--- src/rtl/sb_dmem_ctrl.sv ---
// Data-memory responder: turns core load/store requests into single-port SRAM
// accesses and returns lane-aligned, sign/zero-extended load data.

module sb_dmem_wlane #(
    parameter int LANE_ID = 0
) (
    input  logic [1:0]  lane,
    input  logic [3:0]  mask,
    input  logic [31:0] wdata,
    output logic        we,
    output logic [7:0]  wbyte
);
    // Source byte feeding this SRAM lane; k[2] set means the lane lies below the shift.
    logic [2:0] k;

    always_comb begin
        k     = 3'(LANE_ID) - {1'b0, lane};
        we    = ~k[2] & mask[k[1:0]];
        wbyte = k[2] ? 8'h00 : wdata[{k[1:0], 3'b000} +: 8];
    end
endmodule

module sb_dmem_ctrl #(
    parameter int          DEPTH_WORDS = 4096,
    parameter int          RAM_AW      = $clog2(DEPTH_WORDS),
    parameter logic [31:0] BASE_ADDR   = 32'h0000_0000
) (
    input  logic              clk,
    input  logic              rst,
    input  logic              mem_re_i,
    input  logic              mem_we_i,
    input  logic [31:0]       addr_i,
    input  logic [3:0]        byte_mask_i,
    input  logic              un_sign_i,
    input  logic [31:0]       wdata_i,
    output logic [31:0]       rdata_o,
    output logic              ready_o,
    output logic              err_o,
    output logic              ram_en_o,
    output logic [3:0]        ram_we_o,
    output logic [RAM_AW-1:0] ram_addr_o,
    output logic [31:0]       ram_wdata_o,
    input  logic [31:0]       ram_rdata_i
);
    typedef enum logic [1:0] {IDLE, RD_WAIT, RESP} state_t;

    localparam logic [32:0] SPAN = 33'(DEPTH_WORDS) << 2;

    state_t      state;
    logic [1:0]  lane_q;
    logic [3:0]  mask_q;
    logic        un_sign_q;

    logic [31:0] off;
    logic [1:0]  lane;
    logic        is_b, is_h, is_w;
    logic        req, illegal, ld_ok, do_st, do_ld;
    logic [3:0]  we_l;
    logic [3:0][7:0] wd_l;
    logic [31:0] shifted, fmt;

    always_comb begin
        off     = addr_i - BASE_ADDR;
        lane    = off[1:0];
        is_b    = (byte_mask_i == 4'b0001);
        is_h    = (byte_mask_i == 4'b0011);
        is_w    = (byte_mask_i == 4'b1111);
        req     = mem_re_i | mem_we_i;
        illegal = req & ((mem_re_i & mem_we_i)
                       | ~(is_b | is_h | is_w)
                       | (is_h & lane[0])
                       | (is_w & (lane != 2'b00))
                       | (addr_i < BASE_ADDR)
                       | ({1'b0, off} >= SPAN));
        ld_ok   = mem_re_i & ~illegal;
        do_st   = (state == IDLE) & ~rst & mem_we_i & ~illegal;
        do_ld   = (state == IDLE) & ~rst & ld_ok;
    end

    // Write steering: each SRAM byte lane picks its source byte from the shifted request.
    for (genvar i = 0; i < 4; i++) begin : g_wlane
        sb_dmem_wlane #(.LANE_ID(i)) u_wlane (
            .lane  (lane),
            .mask  (byte_mask_i),
            .wdata (wdata_i),
            .we    (we_l[i]),
            .wbyte (wd_l[i])
        );
    end

    always_comb begin
        ready_o     = (state == RESP) | ((state == IDLE) & ~ld_ok);
        ram_en_o    = do_st | do_ld;
        ram_we_o    = do_st ? we_l : 4'b0000;
        ram_addr_o  = (do_st | do_ld) ? off[RAM_AW+1:2] : '0;
        ram_wdata_o = do_st ? wd_l : 32'h0;
    end

    always_comb begin
        shifted = ram_rdata_i >> {lane_q, 3'b000};
        case (mask_q)
            4'b0001: fmt = un_sign_q ? {24'h0, shifted[7:0]}
                                     : {{24{shifted[7]}}, shifted[7:0]};
            4'b0011: fmt = un_sign_q ? {16'h0, shifted[15:0]}
                                     : {{16{shifted[15]}}, shifted[15:0]};
            default: fmt = shifted;
        endcase
    end

    always_ff @(posedge clk) begin
        if (rst) begin
            state     <= IDLE;
            rdata_o   <= 32'h0;
            err_o     <= 1'b0;
            lane_q    <= 2'b00;
            mask_q    <= 4'b0000;
            un_sign_q <= 1'b0;
        end else begin
            err_o <= 1'b0;
            case (state)
                IDLE: begin
                    if (illegal) begin
                        err_o   <= 1'b1;
                        rdata_o <= 32'h0;
                    end else if (mem_re_i) begin
                        lane_q    <= lane;
                        mask_q    <= byte_mask_i;
                        un_sign_q <= un_sign_i;
                        state     <= RD_WAIT;
                    end
                end
                RD_WAIT: begin
                    rdata_o <= fmt;
                    state   <= RESP;
                end
                RESP:    state <= IDLE;
                default: state <= IDLE;
            endcase
        end
    end
endmodule

--- config.mk ---
export PLATFORM = sky130hd
export DESIGN_NAME = sb_dmem_ctrl
export DESIGN_NICKNAME = d
export VERILOG_FILES = /design/src/rtl/sb_dmem_ctrl.sv
export SDC_FILE = /design/constraint.sdc
export NUM_CORES = 1
export LEC_CHECK = 0
export ABC_AREA = 1
export CAP_MARGIN = 15
export CORE_ASPECT_RATIO = 0.9
export CORE_MARGIN = 4
export CORE_UTILIZATION = 41
export DETAILED_ROUTE_END_ITERATION = 16
export PLACE_DENSITY = 0.86
export SLEW_MARGIN = 30
export SYNTH_ARGS = -nofsm -noshare
export SYNTH_HDL_FRONTEND = slang
export SYNTH_SLANG_ARGS = --single-unit
--- constraint.sdc ---
create_clock -name clk -period 5.5 [get_ports clk]
set_input_delay 1.65 -clock clk [delete_from_list [all_inputs] [get_ports clk]]
set_output_delay 1.65 -clock clk [all_outputs]
set_load 0.01 [all_outputs]
After elaboration in Yosys (flattened, before gate mapping). Cells that the tools add are included.

Register bits after elaboration: 42. Bits in latches: 0. Bits in writable memories: 0. Memory bits (read-only): 0. Input bits: 105. Output and inout bits: 83. Logic and storage cells: 95. Memories: 0.

Add/sub/neg operators: 4. Multiply operators: 0. Div/mod/pow operators: 0. Magnitude comparators: 6. Equality and inequality tests: 10. Shifts and indexed selects: 5. Mux-type cells: 24. Bitwise operators: 33. Reductions and logical operators: 7.

Operators by type and width (count): $mux W32 (4); $pmux W32 S2 (2); $shiftx A32 B6 Y8 (4); $ge A32 B15 Y1 const B (1); $lt A32 B1 Y1 const B (1); $mux W8 (4); $shr A32 B5 Y32 (1); $and A1 B1 Y1 (14); $lt A2 B3 Y1 const B (4); $mux W12 (1); $or A1 B1 Y1 (10); $not A1 Y1 (9); $bmux W1 S2 (4); $eq A4 B1 Y1 const B (2); $eq A4 B2 Y1 const B (2); $ne A2 B2 Y1 const B (3); $sub A1 B2 Y3 const A (2); $sub A2 B2 Y3 const A (2); $mux W1 (5); $eq A4 B4 Y1 const B (1); $mux W2 (2); $mux W4 (1); $pmux W2 S2 (1); $reduce_and A2 Y1 (2); other kinds (6) (7).

Depth between registers and ports, before layout.
Word-level depth: 15. Gate-level depth with buffers: 14. Depth with buffers taken out: 12.

Hierarchy. Synthesis repeated with hierarchy kept, for this count alone.

Cells, all modules: 854. Area total of the unflattened synthesis: 4593.2 µm².

Modules (own cells, without submodules): sb_dmem_ctrl (times used 1, cells an instance 486, area each 2802.7 µm², seq. area each 840.8 µm²); sb_dmem_wlane (g_wlane[2].u_wlane) (times used 1, cells an instance 107, area each 595.6 µm², seq. area each 0.0 µm²); sb_dmem_wlane (g_wlane[0].u_wlane) (times used 1, cells an instance 108, area each 501.7 µm², seq. area each 0.0 µm²); sb_dmem_wlane (g_wlane[3].u_wlane) (times used 1, cells an instance 105, area each 491.7 µm², seq. area each 0.0 µm²); sb_dmem_wlane (g_wlane[1].u_wlane) (times used 1, cells an instance 48, area each 201.4 µm², seq. area each 0.0 µm²).

Least setup slack after synthesis. Ideal clock, no wire load.

Path type: input port to output port. From: input port addr_i[0]. To: output port ram_wdata_o[23]. Arrival time: 3.345 ns. Required time: 3.850 ns. Path slack: 0.505 ns. Stages on the path: 10. Buffers on the path: 4. Cell sequence: buf_2 > clkinv_1 > buf_2 > ha_1 > buf_2 > clkinv_1 > clkbuf_1 > nand2_1 > o21ai_0 > nor2_1.

Cells in the longest elaborated chain, start to end: 9. Elaborated cells on any way between the ends: 16. Classes of those cells: add/sub (1); order compare (2); shift (1); mux (2); bitwise (9); reduce/logical (1).

RTL lines: from (decl) (RTL line 32) `input logic [31:0] addr_i,`; branches (longest 8 deep; another with $lt A32 B1 Y1); $mux W32 (*) (RTL line 96) `ram_wdata_o = do_st ? wd_l : 32'h0;`; to (decl) (RTL line 42) `output logic [31:0] ram_wdata_o,`.

Every way passes the cells marked *.

Worst setup path in the final report.
From: input port addr_i[1]. To: output port ram_en_o.

Cells in the longest elaborated chain, start to end: 10. Elaborated cells on any way between the ends: 13. Classes of those cells: order compare (2); bitwise (10); reduce/logical (1).

RTL lines: branches (longest 4 deep; another with $lt A32 B1 Y1); $or A1 B1 Y1 (*) (RTL line 74) `| ({1'b0, off} >= SPAN));`; $and A1 B1 Y1 (*) (RTL line 69) `illegal = req & ((mem_re_i & mem_we_i)`; $not A1 Y1 (no line) (*); $and A1 B1 Y1 (RTL line 75) `ld_ok = mem_re_i & ~illegal;`; $and A1 B1 Y1 (RTL line 77) `do_ld = (state == IDLE) & ~rst & ld_ok;`; $or A1 B1 Y1 (*) (RTL line 93) `ram_en_o = do_st | do_ld;`; to (decl) (RTL line 39) `output logic ram_en_o,`.

Marks and branches as above.

==> metrics.txt <==
# TYPE chip_impl_metric gauge
chip_impl_info{name="worstReg2RegStart",value="lane_q[0]"} 1
chip_impl_metric{name="drt.antenna.violating_nets",unit=""} 0
chip_impl_metric{name="number_of_antenna_violations_at_the_first_check_in_global_routing",unit=""} 0
chip_impl_metric{name="cts_max_path_buffers",unit=""} 2
chip_impl_metric{name="post_syn_area",unit="sq um"} 3690
chip_impl_metric{name="viasPerCell",unit=""} 5.03
chip_impl_metric{name="clk_latency",unit="ps"} 300
chip_impl_metric{name="detailed_placement_wirelength_estimate",unit="um"} 11300
chip_impl_metric{name="timing.final.crit_share",unit=""} 0.980
chip_impl_metric{name="postSynthNetCount",unit=""} 749
chip_impl_metric{name="floorplan.initialDensity",unit=""} 0.426
chip_impl_metric{name="netlist_instances",unit=""} 642
chip_impl_metric{name="finalHoldViolCount",unit=""} 0
chip_impl_metric{name="clock.fmax",unit="MHz"} 185
chip_impl_metric{name="drc_violations",unit=""} 0
chip_impl_metric{name="placeable_area",unit="sq um"} 8650
chip_impl_info{name="timing_worst_setup_path_type",value="in -> out"} 1
chip_impl_metric{name="grt_start_max_net_pins",unit=""} 37
chip_impl_metric{name="pin_count",unit=""} 188
chip_impl_metric{name="reg2reg_slack",unit="ps"} 3080
chip_impl_info{name="cts_tree",value="built"} 1
chip_impl_info{name="timing.critical_path.from",value="addr_i[1]"} 1
chip_impl_metric{name="rr_worst_depth",unit=""} 10
chip_impl_metric{name="met2_usage",unit=""} 0.432
chip_impl_metric{name="setup-tns-final",unit="ps"} 0
chip_impl_info{name="worst_setup_path_endpoint",value="ram_en_o"} 1
chip_impl_info{name="run_status",value="completed"} 1
chip_impl_metric{name="worst-slew-pin-transition",unit="ps"} 829
chip_impl_info{name="synth_largest_area_cell",value="sky130_fd_sc_hd__dfxtp_1"} 1
chip_impl_metric{name="ctsHoldBuffers",unit=""} 0
chip_impl_metric{name="final_layout_size_suffix_gt1_frac",unit=""} 0.0949
chip_impl_metric{name="grtUsageMet3",unit=""} 0.0410
chip_impl_metric{name="cts-buffers-inserted",unit=""} 5
chip_impl_metric{name="num_antenna_cells",unit=""} 0
chip_impl_metric{name="fillers",unit=""} 802
chip_impl_info{name="most_common_cell_after_layout_fill_and_taps_aside",value="sky130_fd_sc_hd__nand2_1"} 1
chip_impl_metric{name="slew_viol_final",unit=""} 0
chip_impl_metric{name="fin_nets",unit=""} 928
chip_impl_metric{name="power.density_cell_area",unit="nW/um^2"} 133
chip_impl_metric{name="finalSetupViolations",unit=""} 0
chip_impl_metric{name="iter_0_drt_violations",unit=""} 296
chip_impl_metric{name="std_cell_rows",unit=""} 32
chip_impl_metric{name="synth.top_cell.area_share",unit=""} 0.228
chip_impl_metric{name="cts.htree.levels",unit=""} 2
chip_impl_metric{name="seq_area_frac_synth",unit=""} 0.228
chip_impl_info{name="r2r-end",value="rdata_o[17]"} 1
chip_impl_info{name="critPathLaunchType",value="primary input"} 1
chip_impl_metric{name="global_route_wire_length_before_repair",unit="um"} 22200
chip_impl_metric{name="post_synth.cell_area_avg",unit="sq um"} 5.74
chip_impl_metric{name="route.vias.total",unit=""} 4734
chip_impl_metric{name="timing.slew.headroom",unit=""} 0.446
chip_impl_metric{name="floorplan.die_area",unit="sq um"} 10600
chip_impl_metric{name="grt_usage",unit=""} 0.257
chip_impl_info{name="busiest_layer",value="met2"} 1
chip_impl_metric{name="synth_seq_cells",unit=""} 42
chip_impl_metric{name="synth-warning-count",unit=""} 0
chip_impl_metric{name="arrival",unit="ps"} 3740
chip_impl_info{name="cts_root_buffer",value="sky130_fd_sc_hd__clkbuf_8"} 1
chip_impl_metric{name="global_route.usage.met1",unit=""} 0.352
chip_impl_info{name="synth.area.top_cells",value="sky130_fd_sc_hd__dfxtp_1 23%, sky130_fd_sc_hd__nand2_1 20%, sky130_fd_sc_hd__o21ai_0 10%"} 1
chip_impl_metric{name="place_congestion",unit=""} 0.939
chip_impl_metric{name="fin_clk_skew",unit="ps"} 1.56
chip_impl_info{name="timing.hold.worst.class",value="reg -> reg"} 1
chip_impl_metric{name="max_cap_violations",unit=""} 0
chip_impl_metric{name="pre_cts_ws",unit="ps"} -147
chip_impl_metric{name="routedWlPerCell",unit="um"} 15.1
chip_impl_metric{name="drt_pre_antenna_iters",unit=""} 6
chip_impl_metric{name="fin_crit",unit="ps"} 5390
chip_impl_metric{name="path_max_fanout",unit=""} 13
chip_impl_info{name="type_of_element_capturing_the_critical_path",value="primary output"} 1
chip_impl_metric{name="power.ir.vdd_worst",unit="mV"} 0.157
chip_impl_metric{name="io_buffer_count",unit=""} 187
chip_impl_metric{name="chipHeight",unit="um"} 98.0
chip_impl_metric{name="tritoncts_num_sinks",unit=""} 42
chip_impl_metric{name="setup_slack",unit="ps"} 109
chip_impl_metric{name="data_required_time_at_the_worst_endpoint",unit="ps"} 3850
chip_impl_metric{name="yosysUniqueCellTypes",unit=""} 37
chip_impl_metric{name="routed_wirelength",unit="um"} 14200
chip_impl_metric{name="power.leakage",unit="nW"} 3.32
chip_impl_metric{name="grt_pass1_vias",unit=""} 4504
chip_impl_metric{name="syn2layout_area_growth",unit="%"} 61.2
chip_impl_info{name="layout_common_cells",value="196 x sky130_fd_sc_hd__nand2_1, 139 x sky130_fd_sc_hd__clkdlybuf4s50_1, 86 x sky130_fd_sc_hd__nor2_1"} 1
chip_impl_metric{name="overflow",unit=""} 0
chip_impl_metric{name="clkSlewWorstSetupHoldPaths",unit="ps"} 90
chip_impl_metric{name="die_width",unit="um"} 108
[through the flow]
step | hold WS, ps | utilization | instances | power, mW | instance area (sq um)
2_1_floorplan | 463 | - | 642 | 0.411 | 3690
3_3_place_gp | 468 | 0.659 | 932 | 0.534 | 5700
3_5_place_dp | 475 | 0.659 | 932 | 0.536 | 5700
4_1_cts | 487 | 0.674 | 941 | 0.784 | 5830
5_1_grt | 512 | 0.687 | 941 | 0.827 | 5940
6_report | 483 | 0.687 | 941 | 0.788 | 5940
[synthesized netlist by cell type, drive strengths merged]
| cell | count |
|---|---|
| or2 | 3 |
| nand3 | 62 |
| o21a | 1 |
| nor2 | 103 |
| a21oi | 24 |
| buf | 19 |
| o21ai | 76 |
| a31oi | 1 |
| nand2 | 203 |
| clkinv | 3 |
| a21boi | 12 |
| nand4 | 4 |
| o211ai | 7 |
| ha | 2 |
| dfxtp | 42 |
| a22o | 1 |
| nor4 | 1 |
| and3 | 1 |
| clkbuf | 17 |
| inv | 60 |
[registers in the layout (all words and copies together), names as in the netlist]
signal,count
err_o,1
lane_q,2
mask_q,4
rdata_o,32
state,2
un_sign_q,1
[final cells by class]
type,instances,area (sq um),share of cell area
Sequential cell,42,841,0.141
Inverter,63,241,0.0406
Timing Repair Buffer,208,2160,0.363
Multi-Input combinational cell,501,2440,0.411
Tap cell,119,149,0.0251
Clock buffer,5,68.8,0.0116
Clock inverter,3,43.8,0.00737
[power by group]
part / leakage, nW / switching [mW] / internal (mW)
sequential: 0.340 / 0.00175 / 0.307
combinational: 2.92 / 0.108 / 0.116
clock: 0.0585 / 0.119 / 0.136
[worst max-delay path: stages]
cell	delay (ps)
sky130_fd_sc_hd__clkdlybuf4s50_1	430
sky130_fd_sc_hd__inv_1	90
sky130_fd_sc_hd__ha_1	200
sky130_fd_sc_hd__nand3_1	90
sky130_fd_sc_hd__nand2_1	90
sky130_fd_sc_hd__nand3_2	100
sky130_fd_sc_hd__nor2_4	160
sky130_fd_sc_hd__nand4_4	140
sky130_fd_sc_hd__buf_6	190
sky130_fd_sc_hd__nand2_1	70
sky130_fd_sc_hd__clkdlybuf4s50_1	530
[logic make-up (layout without fill, tap and decap cells)]
group / count (synthesis) / after routing / share of synthesized area
buffers and inverters: 99 / 279 / 0.111
DFF: 42 / 42 / 0.228
and+or+nand+nor: 377 / 377 / 0.465
adders and majority gates: 2 / 2 / 0.00679
AOI/OAI and AO/OA: 122 / 122 / 0.189
[how the worst min path moves through the flow]
stage | end | startpoint | slack, ps | depth (start not counted)
2_1_floorplan | err_o | state[0] | 460 | 1
3_3_place_gp | rdata_o[6] | rdata_o[6] | 470 | 2
3_5_place_dp | rdata_o[6] | rdata_o[6] | 470 | 2
4_1_cts | rdata_o[6] | rdata_o[6] | 490 | 2
5_1_grt | rdata_o[25] | rdata_o[25] | 510 | 2
6_report | rdata_o[25] | rdata_o[25] | 480 | 2
[per-layer routing]
| layer | up-vias | share of wire |
|---|---|---|
| li1 | 2398 | - |
| met1 | 2118 | 0.43 |
| met2 | 200 | 0.49 |
| met3 | 18 | 0.071 |
| met4 | 0 | 0.013 |
| met5 | - | 0 |
[timing repair]
action	4_1_cts	5_1_grt
setup endpoints to repair	19	44
buffers inserted	1	0
endpoints found under the hold margin	0	0
resized for setup	8	44
gates cloned	0	0
No activity file was read; power rests on OpenSTA's default activity.
